`src/rtl/serial_pkg.sv`:
```
// Shared types, constants and helpers for the serial frame receiver.
package serial_pkg;

  typedef enum logic [1:0] {
    IDLE   = 2'd0,
    DATA   = 2'd1,
    PARITY = 2'd2,
    STOP   = 2'd3
  } rx_state_t;

  localparam logic START_BIT = 1'b0;
  localparam logic STOP_BIT  = 1'b1;

  // Returns 1 when the word has an odd number of ones.
  // Callers zero-extend narrower words, which leaves the result unchanged.
  function automatic logic even_parity(input logic [15:0] word);
    return ^word;
  endfunction

endpackage

```
`src/rtl/serial_frame_rx_sipo.sv`:
```
// Serial-in parallel-out shift register; new bits enter at the LSB.
module sipo_shift_reg #(
  parameter int DATA_W = 4
) (
  input  logic              clk,
  input  logic              rst,
  input  logic              clr,
  input  logic              shift_en,
  input  logic              din,
  output logic [DATA_W-1:0] q
);

  always_ff @(posedge clk or posedge rst) begin
    if (rst) begin
      q <= '0;
    end else if (clr) begin
      q <= '0;
    end else if (shift_en) begin
      q <= {q[DATA_W-2:0], din};
    end
  end

endmodule

```
`src/rtl/serial_frame_rx.sv`:
```
// Serial frame receiver: start bit, DATA_W payload bits MSB first, optional even
// parity (SERIAL_FRAME_RX_PARITY_EN), stop bit; output held under a valid/ready handshake.
module serial_frame_rx
  import serial_pkg::*;
#(
  parameter int DATA_W = 4
) (
  input  logic              clk,
  input  logic              rst,
  input  logic              serial_in,
  input  logic              bit_en,
  input  logic              out_ready,
  output logic [DATA_W-1:0] data_out,
  output logic              out_valid,
  output logic              frame_err,
  output logic              overrun,
  output logic              busy
);

  localparam int CNT_W = $clog2(DATA_W);

  // Handshake: data_out is transferred on any clk edge where out_valid and
  // out_ready are both 1; data_out is held stable while out_valid=1, out_ready=0.

  rx_state_t          state;
  logic [CNT_W-1:0]   bit_cnt;
  logic [DATA_W-1:0]  sr_q;
  logic               sr_clr;
  logic               sr_shift;
  logic               stop_edge;
  logic               frame_good;
  logic               frame_bad;

  assign sr_clr   = bit_en && (state == IDLE) && (serial_in == START_BIT);
  assign sr_shift = bit_en && (state == DATA);

  sipo_shift_reg #(.DATA_W(DATA_W)) u_sipo (
    .clk      (clk),
    .rst      (rst),
    .clr      (sr_clr),
    .shift_en (sr_shift),
    .din      (serial_in),
    .q        (sr_q)
  );

`ifdef SERIAL_FRAME_RX_PARITY_EN
  logic par_ok;
  assign frame_good = stop_edge && (serial_in == STOP_BIT) && par_ok;
`else
  assign frame_good = stop_edge && (serial_in == STOP_BIT);
`endif

  assign stop_edge = bit_en && (state == STOP);
  assign frame_bad = stop_edge && !frame_good;
  assign busy      = (state != IDLE);

  always_ff @(posedge clk or posedge rst) begin
    if (rst) begin
      state     <= IDLE;
      bit_cnt   <= '0;
      data_out  <= '0;
      out_valid <= 1'b0;
      frame_err <= 1'b0;
      overrun   <= 1'b0;
`ifdef SERIAL_FRAME_RX_PARITY_EN
      par_ok    <= 1'b1;
`endif
    end else begin
      // A good frame may reload on the same edge the previous word is consumed.
      if (frame_good && (!out_valid || out_ready)) begin
        data_out  <= sr_q;
        out_valid <= 1'b1;
      end else begin
        if (frame_good) overrun <= 1'b1;
        if (out_valid && out_ready) out_valid <= 1'b0;
      end
      if (frame_bad) frame_err <= 1'b1;

      if (bit_en) begin
        case (state)
          IDLE: begin
            if (serial_in == START_BIT) begin
              state   <= DATA;
              bit_cnt <= '0;
            end
          end
          DATA: begin
            if (bit_cnt == CNT_W'(DATA_W - 1)) begin
              bit_cnt <= '0;
`ifdef SERIAL_FRAME_RX_PARITY_EN
              state   <= PARITY;
`else
              state   <= STOP;
`endif
            end else begin
              bit_cnt <= bit_cnt + 1'b1;
            end
          end
`ifdef SERIAL_FRAME_RX_PARITY_EN
          PARITY: begin
            par_ok <= (even_parity(16'(sr_q)) ^ serial_in) == 1'b0;
            state  <= STOP;
          end
`endif
          STOP: begin
            state <= IDLE;
          end
          default: begin
            state <= IDLE;
          end
        endcase
      end
    end
  end

endmodule
```
`config.mk`:
```
export PLATFORM = sky130hd
export DESIGN_NAME = serial_frame_rx
export DESIGN_NICKNAME = d
export VERILOG_FILES = /design/src/rtl/serial_pkg.sv /design/src/rtl/serial_frame_rx_sipo.sv /design/src/rtl/serial_frame_rx.sv
export SDC_FILE = /design/constraint.sdc
export NUM_CORES = 1
export LEC_CHECK = 0
export ABC_AREA = 1
export CORE_AREA = 4 4 41 43
export CTS_BUF_LIST = sky130_fd_sc_hd__clkbuf_8
export DETAILED_ROUTE_END_ITERATION = 8
export DIE_AREA = 0 0 45 47
export HOLD_SLACK_MARGIN = 0.06
export MAX_ROUTING_LAYER = met4
export PLACE_DENSITY = 0.75
export SETUP_SLACK_MARGIN = 0.02
export SYNTH_ARGS = -nofsm -noshare
export SYNTH_HDL_FRONTEND = slang
export SYNTH_SLANG_ARGS = --single-unit
export TNS_END_PERCENT = 100
```
`constraint.sdc`:
```
create_clock -name clk -period 1.29 [get_ports clk]
set_input_delay 0.1935 -clock clk [delete_from_list [all_inputs] [get_ports clk]]
set_output_delay 0.1935 -clock clk [all_outputs]
set_load 0.05 [all_outputs]
```
==> flow_metrics.env, run 1 <==
export IMPL_nNetsFinal=97
export IMPL_dp_slack_ns=-0.0225
export IMPL_drtIter0Drc=12
export IMPL_grt_max_degree=16
export IMPL_avgSynthCellArea_um2=8.97
export IMPL_syn_nets=77
export IMPL_grt_pass1_vias=466
export IMPL_hold_violations=0
export IMPL_grt_pass1_wl_mm=1.98
export IMPL_clk_pin_slew_ns=0.06
export IMPL_yosysWarnings=0
export IMPL_cap_violations=0
export IMPL_place_gp_congestion=0.801
export IMPL_power_density_nw_per_um2=2410
export IMPL_synth_area_um2=637
export IMPL_synthToLayoutAreaGrowth_pct=45.2
export IMPL_ant_nets=0
export IMPL_fp_dieH_um=47
export IMPL_fin_ws_ns=0.0644
export IMPL_post_synth_num_cell_types=13
export IMPL_htreeDepth=1
export IMPL_fmax_ghz=0.816
export IMPL_viasPerCell=4.87
export IMPL_core_um2=1300
export IMPL_synth_edf_count=0
export IMPL_ff2ff_setup_slack_ns=0.25
export IMPL_row_count=13
export IMPL_hpwl_um=865
export IMPL_synth_common_cells="nand2_1, dfrtp_1, inv_1"
export IMPL_report_power_total_mw=2.22
export IMPL_grt_use_total_pct=13.8
export IMPL_drt_pre_antenna_iters=4
export IMPL_tritoncts="yes"
export IMPL_fin_tns_setup_ns=0
export IMPL_finClkSkew_ns=0.000893
export IMPL_clk_latency_ns=0.24
export IMPL_holdCritPathClass="in2async"
export IMPL_synth_top_cell_by_area="dfrtp_1"
export IMPL_min_period_over_period_pct=95.0
export IMPL_wl_per_cell_um=11.1
export IMPL_route_vias_total=511
export IMPL_place_area_um2=878
export IMPL_synth_top_area_share_pct=58.9
export IMPL_async_reset_ff_share_pct=100
export IMPL_p_leak_nw=0.473
export IMPL_ys_flop_type="dfrtp_1"
export IMPL_yosysSeqAreaShare_pct=58.9
export IMPL_wirelength_mm=1.17
export IMPL_final_area_um2=925
export IMPL_slew_limit_headroom_pct=87.6
export IMPL_start_kind="register"
export IMPL_clockRootBuffer="clkbuf_8"
export IMPL_post_route_drc_count=0
export IMPL_rsz0062_at_grt="false"
export IMPL_worst_pin_slew_ns=0.185
export IMPL_grt_antenna_before_repair=0
export IMPL_io_pins=13
export IMPL_synth_area_leaders="dfrtp_1, nand2_1, nand3_1"
export IMPL_cp_end_kind="primary output"
export IMPL_finalSetupViolCount=0
export IMPL_crit_arrival_ns=1.03
export IMPL_path_class="reg2out"
export IMPL_final_layout_size_suffix_gt1_share_pct=22.2
export IMPL_ys_ff_latch=15
export IMPL_cts_made_buffers=3
export IMPL_cp_max_fo=5
export IMPL_die_area_um2=2120
export IMPL_drv_slew=0
export IMPL_critPathRequiredTime_ns=1.10
export IMPL_n_antenna_cell=0
export IMPL_status="completed"
export IMPL_netlist_instances=71
export IMPL_port_buffers=12
export IMPL_synth_most_common_cell="nand2_1"
export IMPL_die_w_um=45
export IMPL_vdd_drop_max_mv=1.41
export IMPL_cts_buffer_depth=2
export IMPL_fill_cells=94
export IMPL_start_util_pct=48.9
export IMPL_fin_crit_ns=1.23
export IMPL_grt_ovfl_total=0
export IMPL_clock_sinks=15
-- critical path: stages (launching register included) --
cell     delay, ns
dfrtp_1       0.43
inv_2         0.10
nand2_1       0.09
buf_12        0.16
-- cells in the final DEF (no fill, tap or decap) --
cell / netlist / routed
a21boi_0: 1 / 1
buf_12: 0 / 8
buf_4: 0 / 3
clkbuf_8: 0 / 3
clkdlybuf4s50_1: 0 / 4
clkinv_2: 0 / 1
dfrtp_1: 15 / 15
ha_1: 1 / 1
inv_1: 10 / 8
inv_2: 0 / 2
nand2_1: 24 / 24
nand3_1: 8 / 8
nand3_2: 1 / 1
nand4_1: 1 / 1
nor2_1: 1 / 1
nor2_2: 2 / 2
o21ai_0: 4 / 4
o21bai_1: 2 / 2
o22ai_1: 1 / 1
-- per-layer routing --
layer	global-route usage [%]	vias up	part of all wire, %
li1	-	267	-
met1	18.6	220	49
met2	19.5	18	40
met3	2.30	6	7.2
met4	8.19	0	3.0
met5	-	-	0
-- stage by stage --
| stage | utilization (%) | instances | hold WS, ns |
|---|---|---|---|
| after global placement | 67.5 | 101 | 0.477 |
| final | 71.1 | 105 | 0.245 |
| after floorplan | - | 71 | 0.0950 |
| after CTS | 71.1 | 105 | 0.261 |
| after global routing | 71.1 | 105 | 0.297 |
| after detailed placement | 67.5 | 101 | 0.490 |
-- power breakdown --
part	total [mW]	internal (mW)	switching (mW)
clock	0.379	0.214	0.165
sequential	0.808	0.645	0.163
combinational	1.04	0.472	0.565
-- state kept, by name (all words and copies together), names as in the netlist --
register	count
data_out	4
u_sipo.q	4
bit_cnt	2
state	2
frame_err	1
out_valid	1
overrun	1
-- cells by family after synthesis --
group / count (synthesis) / synth area share [%]
adders and majority gates: 1 / 1.96
buffers and inverters: 10 / 5.89
DFF: 15 / 58.9
and+or+nand+nor: 37 / 25.5
AOI/OAI and AO/OA: 8 / 7.66
-- final cells by class --
type	instances	area, µm²	share of cell area [%]
flip-flops and latches	15	375	40.6
multi-input cells	46	224	24.2
repair buffers	15	223	24.1
clock buffers	3	41.3	4.47
inverters	10	37.5	4.06
well taps	15	18.8	2.03
clock inverters	1	5.00	0.541
-- path summary, 6_finish.rpt --
kind                                            to  cells past startpoint                    from
max                                           busy                      3    state[0]$_DFFE_PP0P_
min                        u_sipo.q[3]$_DFFE_PP0P_                      3                     rst
max reg2reg                data_out[2]$_DFFE_PP0P_                      5    state[0]$_DFFE_PP0P_
min reg2reg                 bit_cnt[1]$_DFFE_PP0P_                      2  bit_cnt[1]$_DFFE_PP0P_
max in group asynchronous      overrun$_DFFE_PP0P_                      3                     rst
min in group clk            bit_cnt[1]$_DFFE_PP0P_                      2  bit_cnt[1]$_DFFE_PP0P_
-- timing repair --
action                     CTS  global route
buffers inserted             0             0
hold buffers                 0             0
setup endpoints to repair    1             1
resized for setup            1             1
No activity file was read; power rests on OpenSTA's default activity.
==> inputs of run 2 (changes only) <==
GPL_ROUTABILITY_DRIVEN = 0   (was not set)
SKIP_CTS_REPAIR_TIMING = 1   (was not set)
==> results of run 2 <==
No change in the layout: final DEF, timing and power equal those of run 1.
==> inputs of run 3 (changes only) <==
CELL_PAD_IN_SITES_DETAIL_PLACEMENT = 1   (was not set)
CELL_PAD_IN_SITES_GLOBAL_PLACEMENT = 1   (was not set)
CORE_AREA = not set   (was 4 4 41 43)
CORE_MARGIN = 4   (was not set)
CORE_UTILIZATION = 38   (was not set)
DIE_AREA = not set   (was 0 0 45 47)
PLACE_DENSITY = 0.79   (was 0.75)
==> run 3 against run 2 <==
  * Core utilization decreased by 10 points
  * Critical path type unchanged
  * Wire length increased by 36%
  * Worst setup slack improved by 0.028 ns
==> flow_metrics.env, run 3 (synthesis gave the netlist of run 1 again) <==
export IMPL_status="completed"
export IMPL_fmax_ghz=0.835
export IMPL_row_count=14
export IMPL_wl_per_cell_um=14.8
export IMPL_fp_dieH_um=48.9
export IMPL_final_layout_size_suffix_gt1_share_pct=24.2
export IMPL_post_route_drc_count=0
export IMPL_grt_use_total_pct=15.3
export IMPL_clockRootBuffer="clkbuf_8"
export IMPL_fin_crit_ns=1.20
export IMPL_cp_end_kind="primary output"
export IMPL_p_leak_nw=0.479
export IMPL_ff2ff_setup_slack_ns=0.23
export IMPL_fin_tns_setup_ns=0
export IMPL_die_w_um=48.9
export IMPL_report_power_total_mw=2.27
export IMPL_holdCritPathClass="in2async"
export IMPL_cap_violations=0
export IMPL_reg_largest_list="data_out (4), u_sipo.q (4)"
export IMPL_path_class="reg2out"
export IMPL_r2r_start="state[0]$_DFFE_PP0P_"
export IMPL_grt_max_degree=16
export IMPL_clk_pin_slew_ns=0.06
export IMPL_drv_slew=0
export IMPL_core_um2=1540
export IMPL_cp_slowest_cell="dfrtp_2"
export IMPL_grt_pass1_vias=593
export IMPL_rsz0062_at_grt="false"
export IMPL_fin_ws_ns=0.0924
export IMPL_reg2reg_to="u_sipo.q[0]$_DFFE_PP0P_"
export IMPL_finClkSkew_ns=0.00408
export IMPL_dp_slack_ns=-0.0468
export IMPL_ant_nets=0
export IMPL_finalSetupViolCount=0
export IMPL_die_area_um2=2400
export IMPL_crit_arrival_ns=1.00
export IMPL_cts_made_buffers=3
export IMPL_crit_chain="inv_2 -> nand2_2 -> buf_12"
export IMPL_worst_pin_slew_ns=0.204
export IMPL_io_pins=13
export IMPL_start_kind="register"
export IMPL_vdd_drop_max_mv=1.21
export IMPL_wirelength_mm=1.58
export IMPL_grt_pass1_wl_mm=2.75
export IMPL_start_util_pct=41.3
export IMPL_clock_sinks=15
export IMPL_viasPerCell=5.24
export IMPL_nNetsFinal=98
export IMPL_cts_buffer_depth=2
export IMPL_grt_ovfl_total=0
export IMPL_final_cell_mix="nand2_1, dfrtp_1, inv_1, nand3_1, buf_12"
export IMPL_htreeDepth=1
export IMPL_critPathRequiredTime_ns=1.10
export IMPL_n_antenna_cell=0
export IMPL_slowest_delay_ns=0.44
export IMPL_cp_max_fo=5
export IMPL_fill_cells=176
export IMPL_min_period_over_period_pct=92.8
export IMPL_drtIter0Drc=3
export IMPL_power_density_nw_per_um2=2430
export IMPL_final_common_cell="nand2_1"
export IMPL_slew_limit_headroom_pct=86.4
export IMPL_place_area_um2=887
export IMPL_synthToLayoutAreaGrowth_pct=47.0
export IMPL_route_vias_total=561
export IMPL_rr_worst_depth=5
export IMPL_tritoncts="yes"
export IMPL_hpwl_mm=1.11
export IMPL_grt_antenna_before_repair=0
export IMPL_drt_pre_antenna_iters=4
export IMPL_clk_latency_ns=0.24
export IMPL_hold_violations=0
export IMPL_port_buffers=12
export IMPL_final_area_um2=936
-- run 3: cell types whose count changed in the layout (fill, tap and decap cells not counted), sizes merged --
cell and delta:
inv +1, buf +1, clkinv -1
-- run 3: power breakdown --
part           internal (mW)  leakage (nW)  total (mW)  switching (mW)
clock                  0.210        0.0269       0.368           0.157
combinational          0.479         0.261        1.08           0.605
sequential             0.648         0.191       0.821           0.172
-- run 3: how the worst max path moves through the flow --
stage                     cells past startpoint                 endpoint                  start  slack, ns
after floorplan                               4  data_out[0]$_DFFE_PP0P_  out_valid$_DFFE_PP0P_       0.12
after global placement                        6  data_out[2]$_DFFE_PP0P_                 bit_en     -0.001
after detailed placement                      6  data_out[0]$_DFFE_PP0P_                 bit_en      -0.05
after CTS                                     3                     busy   state[1]$_DFFE_PP0P_     -0.007
after global routing                          3                     busy   state[0]$_DFFE_PP0P_       0.05
final                                         3                     busy   state[0]$_DFFE_PP0P_       0.09
-- run 3: metrics by stage --
step,util [%],hold slack [ns],instances
after global placement,57.5,0.474,103
after CTS,60.5,0.260,107
after floorplan,-,0.0950,71
after global routing,60.7,0.307,107
final,60.7,0.251,107
after detailed placement,57.5,0.491,103
-- run 3: layout make-up --
class	count	area, µm²	share of cell area [%]
Clock buffer	3	41.3	4.41
Clock inverter	1	3.75	0.401
Inverter	10	37.5	4.01
Multi-Input combinational cell	46	226	24.2
Sequential cell	15	377	40.2
Tap cell	16	20.0	2.14
Timing Repair Buffer	16	230	24.6
-- run 3: routing by layer --
metal | up-vias | routed length [µm] | global-route usage [%]
met1 | 280 | 622 | 17.7
met5 | - | 0 | -
li1 | 266 | - | -
met3 | 4 | 55 | 3.06
met2 | 11 | 884 | 25.4
met4 | 0 | 21 | 6.73
-- run 3: worst max-delay path, delay by kind of cell (launching register included) --
| family | cells | cell delay (ns) |
|---|---|---|
| buf+inv | 2 | 0.25 |
| flops | 1 | 0.44 |
| simple gates | 1 | 0.08 |
